$ cat src/rtl/reset_seq_pkg.sv
// Shared types and constants for the staged reset sequencer.
// Holds the sequencer state encoding and the saturating fault-counter helper.
package reset_seq_pkg;

   typedef enum logic [2:0] {
      WAIT_LOCK,
      POR,
      STAGE1,
      STAGE2,
      RUN
   } seq_state_t;

   localparam logic [7:0] FAULT_MAX = 8'hFF;

   // Fault counter must stick at its maximum rather than wrap back to zero
   function automatic logic [7:0] sat_inc(input logic [7:0] value);
      return (value == FAULT_MAX) ? value : value + 8'd1;
   endfunction

endpackage

$ cat src/rtl/sync_2ff.sv
// Generic two-flop synchroniser for a single asynchronous bit.
// Both flops clear to 0 under the active-low asynchronous reset.
module sync_2ff (
   input  logic clock,
   input  logic reset,
   input  logic d,
   output logic q
);

   logic meta;

   always_ff @(posedge clock or negedge reset) begin
      if (!reset) begin
         meta <= 1'b0;
         q    <= 1'b0;
      end else begin
         meta <= d;
         q    <= meta;
      end
   end

endmodule

$ cat src/rtl/reset_sequencer.sv
// Staged reset controller: waits for a stable PLL lock and a power-on delay, then
// releases core, DDS and WSPR domains in order; any lock loss or soft request re-asserts all.
module reset_sequencer
   import reset_seq_pkg::*;
#(
   parameter int unsigned          CNT_W       = 24,
   parameter logic [CNT_W-1:0]     LOCK_FILTER = CNT_W'(8),
   parameter logic [CNT_W-1:0]     POR_DELAY   = CNT_W'(24'h0F0000),
   parameter logic [CNT_W-1:0]     STAGE_GAP   = CNT_W'(4096)
) (
   input  logic       clock,
   input  logic       reset,
   input  logic       pll_locked,
   input  logic       soft_reset_req,
   output logic       rst_core,
   output logic       rst_dds,
   output logic       rst_wspr,
   output logic       ready,
   output logic [7:0] fault_count
);

   localparam logic [CNT_W-1:0] ONE         = CNT_W'(1);
   localparam logic [CNT_W-1:0] FILTER_LAST = LOCK_FILTER - ONE;
   localparam logic [CNT_W-1:0] POR_LAST    = POR_DELAY - ONE;
   localparam logic [CNT_W-1:0] GAP_LAST    = STAGE_GAP - ONE;

   logic             lock_sync;
   seq_state_t       state, state_nxt;
   logic [CNT_W-1:0] filter_cnt, filter_nxt;
   logic [CNT_W-1:0] delay_cnt, delay_nxt;
   logic             rst_core_nxt, rst_dds_nxt, rst_wspr_nxt, ready_nxt;
   logic [7:0]       fault_nxt;

   sync_2ff u_lock_sync (
      .clock (clock),
      .reset (reset),
      .d     (pll_locked),
      .q     (lock_sync)
   );

   always_ff @(posedge clock or negedge reset) begin
      if (!reset) begin
         state       <= WAIT_LOCK;
         filter_cnt  <= '0;
         delay_cnt   <= '0;
         rst_core    <= 1'b1;
         rst_dds     <= 1'b1;
         rst_wspr    <= 1'b1;
         ready       <= 1'b0;
         fault_count <= 8'd0;
      end else begin
         state       <= state_nxt;
         filter_cnt  <= filter_nxt;
         delay_cnt   <= delay_nxt;
         rst_core    <= rst_core_nxt;
         rst_dds     <= rst_dds_nxt;
         rst_wspr    <= rst_wspr_nxt;
         ready       <= ready_nxt;
         fault_count <= fault_nxt;
      end
   end

   // Outputs are computed as next-state values so every output leaves a flop
   always_comb begin
      state_nxt    = state;
      filter_nxt   = filter_cnt;
      delay_nxt    = delay_cnt;
      rst_core_nxt = rst_core;
      rst_dds_nxt  = rst_dds;
      rst_wspr_nxt = rst_wspr;
      ready_nxt    = ready;
      fault_nxt    = fault_count;

      case (state)
         WAIT_LOCK: begin
            if (!lock_sync) begin
               filter_nxt = '0;
            end else if (filter_cnt == FILTER_LAST) begin
               state_nxt  = POR;
               filter_nxt = '0;
               delay_nxt  = '0;
            end else begin
               filter_nxt = filter_cnt + ONE;
            end
         end
         POR: begin
            if (delay_cnt == POR_LAST) begin
               state_nxt    = STAGE1;
               rst_core_nxt = 1'b0;
               delay_nxt    = '0;
            end else begin
               delay_nxt = delay_cnt + ONE;
            end
         end
         STAGE1: begin
            if (delay_cnt == GAP_LAST) begin
               state_nxt   = STAGE2;
               rst_dds_nxt = 1'b0;
               delay_nxt   = '0;
            end else begin
               delay_nxt = delay_cnt + ONE;
            end
         end
         STAGE2: begin
            if (delay_cnt == GAP_LAST) begin
               state_nxt    = RUN;
               rst_wspr_nxt = 1'b0;
               ready_nxt    = 1'b1;
               delay_nxt    = '0;
            end else begin
               delay_nxt = delay_cnt + ONE;
            end
         end
         RUN: begin
         end
         default: begin
            state_nxt = WAIT_LOCK;
         end
      endcase

      // Lock loss outranks a coincident soft request, so it is the one counted
      if ((state != WAIT_LOCK) && (!lock_sync || soft_reset_req)) begin
         state_nxt    = WAIT_LOCK;
         filter_nxt   = '0;
         delay_nxt    = '0;
         rst_core_nxt = 1'b1;
         rst_dds_nxt  = 1'b1;
         rst_wspr_nxt = 1'b1;
         ready_nxt    = 1'b0;
         if (!lock_sync) begin
            fault_nxt = sat_inc(fault_count);
         end
      end
   end

endmodule

$ cat config.mk
export PLATFORM = sky130hd
export DESIGN_NAME = reset_sequencer
export DESIGN_NICKNAME = d
export VERILOG_FILES = /design/src/rtl/reset_seq_pkg.sv /design/src/rtl/sync_2ff.sv /design/src/rtl/reset_sequencer.sv
export SDC_FILE = /design/constraint.sdc
export NUM_CORES = 1
export LEC_CHECK = 0
export ABC_AREA = 1
export ABC_CLOCK_PERIOD_IN_PS = 3900
export CORE_UTILIZATION = 39
export DETAILED_ROUTE_END_ITERATION = 10
export GPL_ROUTABILITY_DRIVEN = 0
export SLEW_MARGIN = 10
export SYNTH_ARGS = -nofsm -noshare
export SYNTH_HDL_FRONTEND = slang
export SYNTH_SLANG_ARGS = --single-unit
$ cat constraint.sdc
create_clock -name clock -period 3.9 [get_ports clock]
set_input_delay 0.39 -clock clock [delete_from_list [all_inputs] [get_ports clock]]
set_output_delay 0.39 -clock clock [all_outputs]
set_load 0.005 [all_outputs]
### Yosys cells after proc, flatten, opt, wreduce, memory -nomap -nowiden

Index checks and enable logic that the tools add are counted.
W data, S select, Z words.

| operators by class | value |
|---|---|
| add/sub/neg operators | 3 |
| bitwise operators | 2 |
| eq/ne operators | 14 |
| muxes and demuxes | 28 |
| reductions and logical operators | 19 |

Operators with widths:

| cell | number |
|---|---|
| $mux W24 | 9 |
| $pmux W24 S3 | 1 |
| $add A24 B1 Y24 const B | 2 |
| $eq A24 B12 Y1 const B | 1 |
| $eq A24 B20 Y1 const B | 1 |
| $eq A24 B3 Y1 const B | 1 |
| $mux W3 | 6 |
| $pmux W3 S5 | 1 |
| $ne A3 B3 Y1 const B | 4 |
| $reduce_bool A2 Y1 | 6 |
| $mux W1 | 11 |
| $add A8 B1 Y8 const B | 1 |
| $eq A8 B8 Y1 const B | 1 |
| $eq A3 B2 Y1 const B | 2 |
| $reduce_and A2 Y1 | 3 |
| $reduce_and A3 Y1 | 2 |
| $reduce_and A6 Y1 | 1 |
| $reduce_bool A4 Y1 | 1 |
| $eq A3 B1 Y1 const B | 1 |
| $eq A3 B3 Y1 const B | 1 |
| $logic_not A3 Y1 | 1 |
| $ne A3 B2 Y1 const B | 1 |
| $reduce_bool A3 Y1 | 1 |
| $ne A2 B2 Y1 const B | 1 |
| other kinds (5) | 6 |

| storage, ports and cells | value |
|---|---|
| output and inout bits | 12 |
| bits of input ports | 4 |
| register bits | 65 |
| logic and storage cells | 76 |

### Logic depth before layout (Yosys ltp)

| depth | value |
|---|---|
| word-level depth | 5 |
| mapped depth | 12 |
| mapped depth without buffers | 12 |

### Cells and area by module

A second synthesis with hierarchy kept.

| second synthesis, totals | value |
|---|---|
| cells, all modules | 594 |
| area, all modules | 4174.0 um^2 |

By module, submodules not included:

| module | area each (um^2) | times used | cells each |
|---|---|---|---|
| reset_sequencer | 4124.0 | 1 | 592 |
| sync_2ff | 50.0 | 1 | 2 |

### Worst setup path after synthesis

No wires, ideal clock.

| path | value |
|---|---|
| path type | flip-flop to flip-flop |
| from | reg delay_cnt[0] |
| to | reg delay_cnt[17] |
| clock period less this slack | 1.614 ns |
| path buffers | 1 |
| path slack | 2.286 ns |
| cell stages (with the launch flop) | 12 |
| arrival | 1.497 ns |
| data required time | 3.783 ns |
| path through | dfrtp_1 > ha_1 > nand2_2 > nor2_4 > nand2_4 > nor2_4 > nand2_4 > buf_6 > nand4_1 > nand2_1 > nand2_1 > nand2_1 |

| between the ends | value |
|---|---|
| cells in the longest elaborated chain, start to end | 4 |
| elaborated cells on any way between the ends | 7 |
| classes of those cells | add/sub (1); eq/ne (2); mux (4) |

Ends and longest elaborated chain:

| item | line | text |
|---|---|---|
| start, declared | reset_sequencer.sv:30 | `logic [CNT_W-1:0] delay_cnt, delay_nxt;` |
| start signal, assigned | reset_sequencer.sv:54 | `delay_cnt <= delay_nxt;` |
| $add A24 B1 Y24 (tied with other cells) | reset_sequencer.sv:92, reset_sequencer.sv:101, reset_sequencer.sv:111 |  |
| $mux W24 (on tied branches) | reset_sequencer.sv:96, reset_sequencer.sv:105, reset_sequencer.sv:87 |  |
| $pmux W24 S3 (*) | reset_sequencer.sv:74 | `case (state)` |
| $mux W24 (*) | reset_sequencer.sv:122 | `if ((state != WAIT_LOCK) && (!lock_sync \|\| soft_reset_req)) begin` |

Mark *: on every way between the ends. The rest lies on a longest branch, timed or not.
A chain may end at the register's enable or synchronous reset.

### Worst setup path after layout

| path | value |
|---|---|
| from | reg filter_cnt[10] |
| to | reg delay_cnt[19] |

| between the ends | value |
|---|---|
| cells in the longest elaborated chain, start to end | 3 |

Ends and longest elaborated chain:

| item | line | text |
|---|---|---|
| start, declared | reset_sequencer.sv:29 | `logic [CNT_W-1:0] filter_cnt, filter_nxt;` |
| start signal, assigned | reset_sequencer.sv:53 | `filter_cnt <= filter_nxt;` |
| $eq A24 B3 Y1 | reset_sequencer.sv:78 | `end else if (filter_cnt == FILTER_LAST) begin` |
| $ne A3 B3 Y1 (no source line) | - |  |
| $reduce_and A3 Y1 (no source line) | - |  |

Every way passes these cells.

==> metrics.md <==
| Metric | Value |
|---|---|
| H-tree Lvls | `3` |
| Clk root buf | `clkbuf_8` |
| Synth-to-layout area growth | `10.8%` |
| Worst-margin pin slew | `1.11 ns` |
| Final core utilization | `a little under half` |
| Post-route DRC violation count | `0` |
| Post-synthesis sequential area ratio | `between 30 and 40%` |
| Largest net degree at the start of global routing | `48` |
| Status | `finished, final reports clean` |
| Worst VDD drop | `around 0.36 mV` |
| Vias post-DR | `3942` |
| Final nets | `between 600 and 700` |
| Critical Path AT | `about 2.4 ns` |
| Initial Utilization | `40.9%` |
| Synth Net Count | `618` |
| Total grt overflow | `0` |
| Filler cell count | `1073` |
| Post-synth ARST share | `100%` |
| Yosys cell types | `39` |
| Routed wire length | `roughly 11 mm` |
| Setup TNS | `0 ns` |
| Final Hold Viols | `0` |
| Vias in the first global route | `around 3800` |
| Most frequent cells in the layout | `175 x nand2_1, 87 x nor2_1, 62 x dfrtp_1, 61 x nand3_1, 58 x inv_1` |
| Number of setup buffers added after CTS | `0` |
| Final setup viols | `0` |
| Total CTS buffers | `9` |
| Post-Syn Instances | `between 600 and 700` |
| Final Slew Violations | `0` |
| Wire per inst | `14.2 µm` |
| Max-cap violation count | `0` |
| Skew final | `approximately 0.012 ns` |
| CP max stage cell | `dfrtp_1` |
| CTS tree | `done` |
| Synth Warn # | `0` |
| Synth Cell Area | `4300 µm²` |
| Period utilization | `between 50% and 60%` |
| Share of layout cells above drive strength 1 | `9.03%` |
| Placed instance count | `about 750` |
| Die X | `between 100 and 150 µm` |
| Post-synthesis register bit count | `65` |
| Die Y | `between 100 and 150 µm` |
| Initial antenna violation count | `0` |
| Final worst slack | `around 1.7 ns` |
| Placed inst area | `about 4600 µm²` |
| CP required | `approximately 4.2 ns` |
| Crit Path Category | `flip-flop to flip-flop` |
| Slew HR | `between 20% and 30%` |
| Post-CTS sizing | `0` |
| Clock sinks | `65` |
| Reg clk slew, reported paths | `around 0.07 ns` |
| Number of synthesized flops with an enable pin | `0` |
| Critical-path cell list | `nor2_1 -> nand2_1 -> nor2_1 -> nand4_1 -> nand2_1 -> nand2_1 -> inv_1 -> nand2_1 -> nand2_1 -> inv_1` |
| Final min period | `2.17 ns` |
| Register area | `~1600 µm²` |
| Worst setup EP type | `flip-flop` |
| Num ports | `16` |
| I/O Buffers | `15` |
| DRT Pass-1 Iters | `5` |
| Post-synth top flop | `dfrtp_1` |
| Core Area | `10500 µm²` |
| Leakage | `2.20 nW` |
| RSZ-0062 raised after global routing | `no` |
| Final Instance Count excl. Fillers | `767` |
| Pwr per Cell Area | `~450 nW/µm²` |
| Worst min-delay path category | `input port to asynchronous set/reset pin` |
| Antenna cells | `0` |
| Most frequent CP cell | `nand2_1` |
| Post-Place Setup Slack | `between 1.5 and 2 ns` |
| Worst Path Max Fanout | `16` |
| First-pass GRT wire length | `between 15 and 20 mm` |
| Fmax | `460 MHz` |
| FP Rows | `37` |
| Post-route ant nets | `0` |
| Clk_lat worst skew | `0.36 ns` |
| Clk buf depth | `2` |
| Final Cell Area | `4770 µm²` |
| Critical path's largest stage delay | `between 0.4 and 0.5 ns` |
| Commonest non-fill, non-tap cell in the layout | `nand2_1` |
| DP HPWL | `a little under 8 mm` |
| Hold buffer count at cts | `0` |
| Area of the multi-input gates | `2350 µm²` |
| Total Routing Usage GR | `approximately a fifth` |
| Initial DRC count | `about 310` |
| Via density | `5.14` |
| CP startpoint kind | `flip-flop` |
| Die area | `approximately 11000 µm²` |
| Mean Syn Cell Area | `just over 7 µm²` |
==> cell type report <==
class,count,area share (%)
flip-flops and latches,65,34.2
multi-input cells,468,49.2
inverters,65,5.12
clock buffers,13,3.12
repair buffers,17,3.41
well taps,136,3.57
clock inverters,3,1.36
==> synthesized netlist by cell type, types with 3 or more instances <==
library cell | count | area share (%)
nor3_1 | 20 | 2.3
nor4_1 | 3 | 0.44
o21ai_0 | 23 | 2.7
o2111ai_1 | 5 | 1.0
dfstp_2 | 3 | 1.8
inv_1 | 58 | 5.1
nand2_1 | 175 | 15
nand2_2 | 4 | 0.58
a21oi_1 | 10 | 1.2
nand3_1 | 61 | 7.1
xnor2_1 | 3 | 0.61
buf_2 | 8 | 0.93
nor2_4 | 6 | 1.6
nand3_2 | 5 | 1.2
nand4_1 | 11 | 1.6
nor2_2 | 7 | 1.0
dfrtp_1 | 62 | 36
ha_1 | 3 | 0.87
xor2_1 | 25 | 5.1
nor2_1 | 87 | 7.6
inv_2 | 6 | 0.52
==> report_power, final <==
part / internal (mW) / switching [mW] / leakage, nW
combinational: 0.210 / 0.453 / 1.21
clock: 0.377 / 0.265 / 0.108
sequential: 0.746 / 0.0866 / 0.878
total: 1.33 / 0.804 / 2.20
==> metal layers <==
layer	vias to the layer above	share of wire (%)	global-route usage, %
met5	-	0	0
met4	0	2.0	10.3
met3	14	4.2	3.77
met2	76	45	31.1
met1	1851	49	29.1
li1	2001	-	-
==> final timing paths <==
path                             startpoint       endpoint  slack, ns  cells after the start
max                          filter_cnt[10]  delay_cnt[19]       1.73                     10
max reg2reg                  filter_cnt[10]  delay_cnt[19]       1.73                     10
min reg2reg                u_lock_sync.meta  u_lock_sync.q       0.35                      0
max in group asynchronous             reset       rst_wspr       3.07                      2
min                                   reset  delay_cnt[16]       0.05                      1
min in group clock         u_lock_sync.meta  u_lock_sync.q       0.35                      0
==> metrics by stage <==
stage          hold slack (ns)  power [mW]
2_1_floorplan           0.0944        1.29
3_3_place_gp             0.334        1.49
3_5_place_dp             0.337        1.51
4_1_cts                  0.289        2.16
5_1_grt                 0.0920        2.28
6_report                0.0510        2.14
==> worst max-delay path, delay by kind of cell (launching register included) <==
family        cells  cell delay [ns]
buf+inv           2             0.43
flops             1             0.42
simple gates      8             1.22
==> kinds of logic (layout without fill, tap and decap cells) <==
family / count (synthesis) / after routing / synth area share, %
XOR/XNOR: 28 / 28 / 5.70
AND/OR/NAND/NOR: 388 / 388 / 41.1
multiplexers: 2 / 2 / 0.524
adder cells (fa/ha/maj): 3 / 3 / 0.873
flip-flops: 65 / 65 / 37.9
AO/OA/AOI/OAI: 47 / 47 / 6.37
buffers and inverters: 78 / 98 / 7.56
==> flip-flops by register name, indices dropped and copies added (netlist names), 3 cells and up <==
signal,flops
fault_count,8
filter_cnt,24
delay_cnt,24
state,3
(Power assumes the default switching activity.)
==> variant: new RTL, same settings <==
The 5 states of `seq_state_t` get a one-hot encoding in 5 bits.
--- a/src/rtl/reset_seq_pkg.sv
+++ b/src/rtl/reset_seq_pkg.sv
@@ -2,12 +2,12 @@
 // Holds the sequencer state encoding and the saturating fault-counter helper.
 package reset_seq_pkg;
 
-   typedef enum logic [2:0] {
-      WAIT_LOCK,
-      POR,
-      STAGE1,
-      STAGE2,
-      RUN
+   typedef enum logic [4:0] {
+      WAIT_LOCK = 5'b00001,
+      POR       = 5'b00010,
+      STAGE1    = 5'b00100,
+      STAGE2    = 5'b01000,
+      RUN       = 5'b10000
    } seq_state_t;
 
    localparam logic [7:0] FAULT_MAX = 8'hFF;
Formal check against the unedited RTL: no difference found for any inputs over 10 cycles, from zero or initial values and one cycle with reset low; not proved beyond that.
==> variant against the original RTL <==
Core utilization is 1.3 points lower. Sequential cell count increased by 2. Synthesized area increased by 1.8%. Worst setup slack improved by 0.023 ns. Combinational power shrank 5.0%. Wire length shrank 5.0%. Cell area grew 0.71%. Clock power down 19%. Total power fell by 7.6%.
==> variant: results (changes against the original RTL) <==
| Metric | Value |
|---|---|
| Xor/xnor cell area share of the yosys netlist | `4.00% (-1.7 points)` |
| Mux share of post-synthesis cell area | `0.229% (-0.29 points)` |
| Post-Route WL | `10300 µm (-5.0%)` |
| WL met3 | `436 µm (-4.0%)` |
| Clock Power Share | `26.5% (-3.5 points)` |
| Status | `completed` |
| Clock buffers | `14 (+1)` |
| Pre-CTS setup slack | `1.66 ns (+0.0951 ns)` |
| Final instance area | `4800 µm² (+0.71%)` |
| Register-to-Register Path Depth | `10 (unchanged)` |
| #MultiIn Comb | `481 (+2.8%)` |
| Placed inst area | `4630 µm² (+1.7%)` |
| Final nets | `654 (+3.3%)` |
| Wire per inst | `13.0 µm (-8.0%)` |
| Clock skew | `0.0127 ns (+0.000516 ns)` |
| Post-synth top cells | `193 x nand2_1, 89 x nor2_1, 63 x dfrtp_1, 63 x nand3_1, 61 x inv_1` |
| Fill count | `1109 (+3.4%)` |
| Fraction of cell area in non-clock buffers | `3.18% (-0.23 points)` |
| Largest net degree at the start of global routing | `45 (-6.3%)` |
| DR vias | `4062 (+3.0%)` |
| Compound-gate portion of the synthesized area | `6.51% (+0.14 points)` |
| Critical path arrival | `2.38 ns (-0.04 ns)` |
| Seq pwr share | `41.6% (+2.7 points)` |
| Slew @ Worst Pin | `1.06 ns (-0.0574 ns)` |
| Largest cells by area after synthesis | `dfrtp_1 36%, nand2_1 17%, nor2_1 7.6%` |
| Synth Area in Adders | `0.857% (-0.015 points)` |
| Dpl hpwl | `7400 µm (-4.5%)` |
| Post-Route M1 WL | `5020 µm (-5.2%)` |
| M2 GR Usage | `30.7% (-0.40 points)` |
| Seq area share | `35.0% (+0.83 points)` |
| Vias in the first global route | `3768 (-0.53%)` |
| Final hold slack | `0.217 ns (+0.166 ns)` |
| Number of antenna diodes | `0 (unchanged)` |
| Max Fclk | `465 MHz (+1.1%)` |
| Mapped Nets | `639 (+3.4%)` |
| WL met2 | `4710 µm (-4.2%)` |
| Layout area overhead | `9.63%` |
| Layout cells sized above 1 | `9.05% (+0.016 points)` |
| Global routing usage on met3 | `3.44% (-0.33 points)` |
| VDD IR max | `0.285 mV (-22%)` |
| Pleak | `2.25 nW (+2.3%)` |
| Layout inverter count without the clock tree | `72 (+11%)` |
| First-pass GRT wire length | `17600 µm (-4.9%)` |
| Multi-input logic area | `2340 µm² (-0.11%)` |
| ClkCell Share | `3.60% (-0.89 points)` |
| Num CTS Buffers | `9 (unchanged)` |
| Post-synth cell types | `35 (-10%)` |
| Crit path max fanout | `14 (-2)` |
| Placed cell count | `776 (+3.3%)` |
| Switching part of the total | `38.3% (+0.68 points)` |
| Post-synthesis sequential area ratio | `38.4% (+0.50 points)` |
| Clock latency on the worst-skew pair | `0.35 ns` |
| Starting DRC count in detailed routing | `246 (-21%)` |
| Gr usage total | `19.4% (-1.4 points)` |
| GR met1 Demand/Resource | `26.5% (-2.6 points)` |
| Post-Synthesis Cells | `632 (+3.4%)` |
| Critical path capture point | `state[4]$_DFFE_PN0P_` |
| PwrDens | `412 nW/µm² (-8.2%)` |
| Buffers outside the clock class | `16 (-1)` |
variant: changes by cell type after synthesis, moves of 3 or more:
| cell | unedited run | this run |
|---|---|---|
| nand2_1 | 175 | 193 |
| o21ai_1 | 2 | 10 |
| o21ai_0 | 23 | 17 |
| inv_1 | 58 | 61 |
| nand2_2 | 4 | 8 |
| nor3_1 | 20 | 17 |
| xor2_1 | 25 | 16 |
variant: cells by family (layout without fill, tap and decap cells):
logic type,after synthesis,count (layout)
DFF,67,67
AOI/OAI and AO/OA,49,49
buffers and inverters,84,104
muxes,1,1
and+or+nand+nor,408,408
adders and majority gates,3,3
xor gates and xnor gates,20,20
variant: critical path, stage by stage (launching register included):
cell     delay (ns)
dfrtp_1        0.46
ha_1           0.30
nand2_2        0.13
nor2_4         0.18
nand2_2        0.12
nor2_4         0.13
nand2_2        0.22
nand3_1        0.26
nand3_1        0.11
nand2_1        0.07
nand2_1        0.05
